$ cat src/rtl/mc_ctrl_fsm.sv
// mc_ctrl_fsm: main sequencing controller for the multi-cycle ARM-subset core.
// Walks each instruction through fetch/decode/execute/memory/writeback,
// decodes datapath selects and enables from the state register, latches the
// immediate-extension controls at decode and watches memory wait states.
module mc_ctrl_fsm #(
    parameter int WAIT_MAX = 15,
    parameter int CNT_W    = 4
) (
    input  logic       clk,
    input  logic       reset,
    input  logic [1:0] Op,
    input  logic [5:0] Funct,
    input  logic       CondEx,
    input  logic       MemReady,
    output logic       IRWrite,
    output logic       AdrSrc,
    output logic [1:0] ALUSrcA,
    output logic [1:0] ALUSrcB,
    output logic       ALUOp,
    output logic [1:0] ResultSrc,
    output logic       PCWrite,
    output logic       RegW,
    output logic       MemW,
    output logic [1:0] ImmSrc,
    output logic       IsMovt,
    output logic       IsMovm,
    output logic       MemErr
);

    typedef enum logic [3:0] {
        FETCH,
        DECODE,
        MEMADR,
        MEMRD,
        MEMWB,
        MEMWR,
        EXECR,
        EXECI,
        ALUWB,
        BRANCH,
        MOVX
    } state_t;

    localparam logic [CNT_W-1:0] WAIT_LIMIT = CNT_W'(WAIT_MAX);

    state_t           state;
    state_t           state_next;
    logic [CNT_W-1:0] wait_cnt;
    logic [CNT_W-1:0] wait_cnt_next;
    logic             in_wait;
    logic             timeout;
    logic [1:0]       imm_src_next;
    logic             is_movt_next;
    logic             is_movm_next;

    // State, wait counter, latched extension controls and the sticky error flag.
    always_ff @(posedge clk) begin
        if (!reset) begin
            state    <= FETCH;
            wait_cnt <= '0;
            ImmSrc   <= 2'b00;
            IsMovt   <= 1'b0;
            IsMovm   <= 1'b0;
            MemErr   <= 1'b0;
        end else begin
            state    <= state_next;
            wait_cnt <= wait_cnt_next;
            ImmSrc   <= imm_src_next;
            IsMovt   <= is_movt_next;
            IsMovm   <= is_movm_next;
            if (timeout) begin
                MemErr <= 1'b1;
            end
        end
    end

    // Next state plus Moore-decoded selects/enables; writes are forced off while reset is low.
    always_comb begin
        state_next = state;
        IRWrite    = 1'b0;
        AdrSrc     = 1'b0;
        ALUSrcA    = 2'b00;
        ALUSrcB    = 2'b00;
        ALUOp      = 1'b0;
        ResultSrc  = 2'b00;
        PCWrite    = 1'b0;
        RegW       = 1'b0;
        MemW       = 1'b0;
        in_wait    = (state == FETCH) || (state == MEMRD) || (state == MEMWR);
        timeout    = in_wait && !MemReady && (wait_cnt == WAIT_LIMIT);

        case (state)
            FETCH: begin
                ALUSrcA   = 2'b01;
                ALUSrcB   = 2'b10;
                ResultSrc = 2'b10;
                if (MemReady) begin
                    IRWrite    = 1'b1;
                    PCWrite    = 1'b1;
                    state_next = DECODE;
                end
            end
            DECODE: begin
                case (Op)
                    2'b00:   state_next = Funct[5] ? EXECI : EXECR;
                    2'b01:   state_next = MEMADR;
                    2'b10:   state_next = BRANCH;
                    default: state_next = MOVX;
                endcase
            end
            MEMADR: begin
                ALUSrcB    = 2'b01;
                state_next = Funct[0] ? MEMRD : MEMWR;
            end
            MEMRD: begin
                AdrSrc = 1'b1;
                if (MemReady) begin
                    state_next = MEMWB;
                end
            end
            MEMWB: begin
                ResultSrc  = 2'b01;
                RegW       = CondEx;
                state_next = FETCH;
            end
            MEMWR: begin
                AdrSrc = 1'b1;
                MemW   = CondEx & MemReady;
                if (MemReady) begin
                    state_next = FETCH;
                end
            end
            EXECR: begin
                ALUOp      = 1'b1;
                state_next = ALUWB;
            end
            EXECI: begin
                ALUSrcB    = 2'b01;
                ALUOp      = 1'b1;
                state_next = ALUWB;
            end
            MOVX: begin
                ALUSrcA    = 2'b10;
                ALUSrcB    = 2'b01;
                state_next = ALUWB;
            end
            ALUWB: begin
                RegW       = CondEx;
                state_next = FETCH;
            end
            BRANCH: begin
                ALUSrcA    = 2'b01;
                ALUSrcB    = 2'b01;
                ResultSrc  = 2'b10;
                PCWrite    = CondEx;
                state_next = FETCH;
            end
            default: begin
                state_next = FETCH;
            end
        endcase

        if (timeout) begin
            state_next = FETCH;
        end

        if (!reset) begin
            IRWrite = 1'b0;
            PCWrite = 1'b0;
            RegW    = 1'b0;
            MemW    = 1'b0;
        end
    end

    // Wait counter restarts on every state entry and saturates while memory stalls.
    always_comb begin
        wait_cnt_next = wait_cnt;
        if ((state_next != state) || timeout) begin
            wait_cnt_next = '0;
        end else if (in_wait && !MemReady && (wait_cnt != WAIT_LIMIT)) begin
            wait_cnt_next = wait_cnt + CNT_W'(1);
        end
    end

    // Extension controls change only in DECODE; every other cycle they hold.
    always_comb begin
        imm_src_next = ImmSrc;
        is_movt_next = IsMovt;
        is_movm_next = IsMovm;
        if (state == DECODE) begin
            case (Op)
                2'b00: begin
                    if (Funct[5]) begin
                        if (Funct[4:1] == 4'b1101) begin
                            imm_src_next = 2'b11;
                            is_movt_next = 1'b0;
                            is_movm_next = 1'b0;
                        end else begin
                            imm_src_next = 2'b00;
                        end
                    end
                end
                2'b01: imm_src_next = 2'b01;
                2'b10: imm_src_next = 2'b10;
                default: begin
                    imm_src_next = 2'b11;
                    is_movt_next = ~Funct[0];
                    is_movm_next = Funct[0];
                end
            endcase
        end
    end

endmodule
$ cat config.mk
export PLATFORM = sky130hd
export DESIGN_NAME = mc_ctrl_fsm
export DESIGN_NICKNAME = d
export VERILOG_FILES = /design/src/rtl/mc_ctrl_fsm.sv
export SDC_FILE = /design/constraint.sdc
export NUM_CORES = 1
export LEC_CHECK = 0
export CORE_MARGIN = 3
export CORE_UTILIZATION = 48
export DETAILED_ROUTE_END_ITERATION = 6
export PLACE_DENSITY = 0.79
export REMOVE_ABC_BUFFERS = 1
export SKIP_LAST_GASP = 1
export SLEW_MARGIN = 5
export SYNTH_ARGS = -nofsm -noshare
export SYNTH_HDL_FRONTEND = slang
export SYNTH_SLANG_ARGS = --single-unit
$ cat constraint.sdc
create_clock -name clk -period 1.68 [get_ports clk]
set_input_delay 0.336 -clock clk [delete_from_list [all_inputs] [get_ports clk]]
set_output_delay 0.336 -clock clk [all_outputs]
set_load 0.005 [all_outputs]
==> flow_summary.json, run 1 <==
{
  "start_kind": "flip-flop",
  "worstPathArrival_ps": 2060,
  "grt_pass1_wl_um": 6720,
  "clockRootBuffer": "clkbuf_4",
  "area.sequential_sq_um": 273,
  "multi_input_area_sq_um": 981,
  "tritoncts": "done",
  "yosys_warnings": 0,
  "critPathRequiredTime_ps": 1870,
  "worstReg2RegEnd": "wait_cnt[3]",
  "synth_top_area_share": 0.234,
  "start_util": 0.535,
  "finalSetupViolCount": 11,
  "synth_area_leaders": "dfxtp_1 (23%), ha_1 (5.6%), nor2b_1 (5.6%)",
  "synth_edf_count": 0,
  "ys.flop_type": "dfxtp_1",
  "tightestPinTransition_ps": 491,
  "worstSkewPairLatency_ps": 300,
  "violations": "negative setup slack",
  "outcome": "finished with violations",
  "clockBufferDepth": 2,
  "hp-class": "flip-flop to flip-flop",
  "reg2reg_slack_ps": -190,
  "antenna_found_initial": 0,
  "rsz0062_at_grt": "true",
  "drive_above_1_share": 0.507,
  "htreeDepth": 1,
  "cts.clk_slew.worst_paths_ps": 90,
  "max_freq_ghz": 0.536,
  "reg2regPathDepth": 7,
  "n_fill_cell": 78,
  "chipWidth_um": 54.2,
  "synth.ff_latch_count": 13,
  "first_global_vias": 1418,
  "synth_most_common_cell": "dfxtp_1",
  "min_path_cells": 2,
  "min_to": "IsMovt",
  "num_vias": 1529,
  "port-buffer-count": 28,
  "post-place-ws_ps": -559,
  "synth.avg_cell_area_sq_um": 7.79,
  "worstHoldStart": "IsMovt",
  "fin_skew_ps": 7.30,
  "cts.sinks": 13,
  "grt_usage": 0.319,
  "synthCells": 143,
  "p_per_area_nw_per_um2": 668,
  "first_pass_iters": 6,
  "ys_seq_area_frac": 0.234,
  "setup_slack_ps": -187,
  "cts_hold_buf": 0,
  "cp_max_fo": 6,
  "fin_util": 0.920,
  "ios": 29,
  "ys_types": 42,
  "cellLeakagePower_nw": 0.809,
  "totalWireLength_um": 5130,
  "drt_iter0_drc": 122,
  "grt_remaining_overflow": 0,
  "wl_per_cell_um": 21.9,
  "die_h_um": 54.2,
  "grt_max_degree": 11,
  "vdd_drop_max_mv": 0.649,
  "drt-vias-per-instance": 6.53,
  "final_hold_viol_count": 0,
  "place_congestion": 0.843,
  "hpwl_um": 2440,
  "drcViolationCount": 0,
  "max_slew_margin": 0.671,
  "r2r_start": "state[0]",
  "antenna_left": 0,
  "cts_buffers": 3,
  "rows": 16,
  "worst_setup_path_end_kind": "flip-flop",
  "core_sq_um": 2080,
  "period_share": 1.11,
  "slew_violations": 0,
  "fin_nets": 225,
  "ys_async_sr_fraction": 0,
  "drv_cap": 0,
  "period_needed_ps": 1870,
  "syn_area_sq_um": 1110,
  "yosysTopAreaCell": "dfxtp_1",
  "yosys-top-cells-count": "dfxtp_1 (13), nand2_1 (11), nor2b_1 (10), o21ai_0 (10), a21oi_1 (9)",
  "syn2layout_area_growth_pct": 72.0,
  "antenna_cells": 0,
  "critPathKind": "flip-flop to flip-flop",
  "die_area_sq_um": 2930
}
critical path, cell delays in order, from the launching register on:
cell      delay, ps
dfxtp_4         390
buf_6           140
buf_6           120
and3b_1         170
a22o_4          290
a21boi_4        220
a21boi_4        100
nor4_1          330
kinds of logic after synthesis:
kind of cell             Yosys count  synth area share
buffers and inverters             17            0.0786
adder cells (fa/ha/maj)            5            0.0562
flip-flops                        13             0.234
AO/OA/AOI/OAI                     39             0.237
XOR/XNOR                           4            0.0315
multiplexers                       3            0.0270
AND/OR/NAND/NOR                   62             0.336
cell usage in the layout (no fill, tap or decap), types with 3 or more instances in the layout:
cell,netlist,routed
buf_4,1,33
clkdlybuf4s50_1,0,11
buf_6,2,10
dfxtp_1,13,9
nand2_1,11,9
a21oi_1,9,8
nor2b_1,10,8
buf_2,4,8
nor2_1,6,6
o21ai_0,10,6
dlygate4sd2_1,0,5
nor3_2,0,4
and3_1,5,4
nor4_2,0,4
nand2b_1,4,3
inv_2,0,3
o21ai_2,0,3
inv_1,6,3
nor4_1,7,3
ha_1,5,3
clkbuf_4,0,3
clkbuf_2,0,3
dfxtp_4,0,3
how the worst max path moves through the flow:
stage	start	endpoint	cells past startpoint
5_1_grt	state[0]	wait_cnt[3]	7
2_1_floorplan	state[2]	wait_cnt[0]	5
4_1_cts	state[3]	RegW	4
6_report	state[0]	wait_cnt[3]	7
3_5_place_dp	reset	RegW	4
3_3_place_gp	reset	RegW	4
metal layers:
layer | vias up | track usage | wire (um)
met5 | - | 0 | 0
met4 | 0 | 0.116 | 320
met3 | 41 | 0.0582 | 561
met2 | 145 | 0.558 | 2450
met1 | 701 | 0.384 | 1800
li1 | 642 | - | -
report_power, final:
group / internal, W / switching, W
Combinational: 0.000350 / 0.000354
Clock: 0.0000926 / 0.000121
Sequential: 0.000331 / 0.0000294
stage by stage:
| step | hold WS (ps) | instances | setup TNS (ps) | cell area [sq um] | total power, W |
|---|---|---|---|---|---|
| after floorplan | 464 | 132 | -176 | 1050 | 0.000598 |
| after global placement | 474 | 217 | -5640 | 1590 | 0.000863 |
| after detailed placement | 486 | 217 | -6680 | 1590 | 0.000876 |
| after CTS | 508 | 229 | -285 | 1770 | 0.00114 |
| after global routing | 575 | 234 | -1490 | 1920 | 0.00132 |
| final | 557 | 234 | -777 | 1920 | 0.00128 |
cell type report:
cell class              instances  area share
clock buffers                   4      0.0137
repair buffers                 71       0.302
inverters                       6      0.0118
flip-flops and latches         13       0.142
well taps                      27      0.0176
multi-input cells             113       0.512
state kept, by name (all words and copies together), names as in the netlist:
name / cells
state: 4
wait_cnt: 4
ImmSrc: 2
IsMovm: 1
IsMovt: 1
MemErr: 1
what timing repair did:
item	CTS	global route
gates cloned	0	0
setup buffers	10	5
setup endpoints to repair	21	18
hold endpoints to repair	0	0
pin swaps	16	14
resized for setup	77	37
No activity file was read; power rests on OpenSTA's default activity.
==> inputs of run 2 (changes only) <==
--- a/config.mk
+++ b/config.mk
@@ -11,7 +11,6 @@
 export PLACE_DENSITY = 0.79
 export REMOVE_ABC_BUFFERS = 1
 export SKIP_LAST_GASP = 1
-export SLEW_MARGIN = 5
 export SYNTH_ARGS = -nofsm -noshare
 export SYNTH_HDL_FRONTEND = slang
 export SYNTH_SLANG_ARGS = --single-unit
==> results of run 2 <==
Final layout, timing and power as in run 1 (identical DEF).
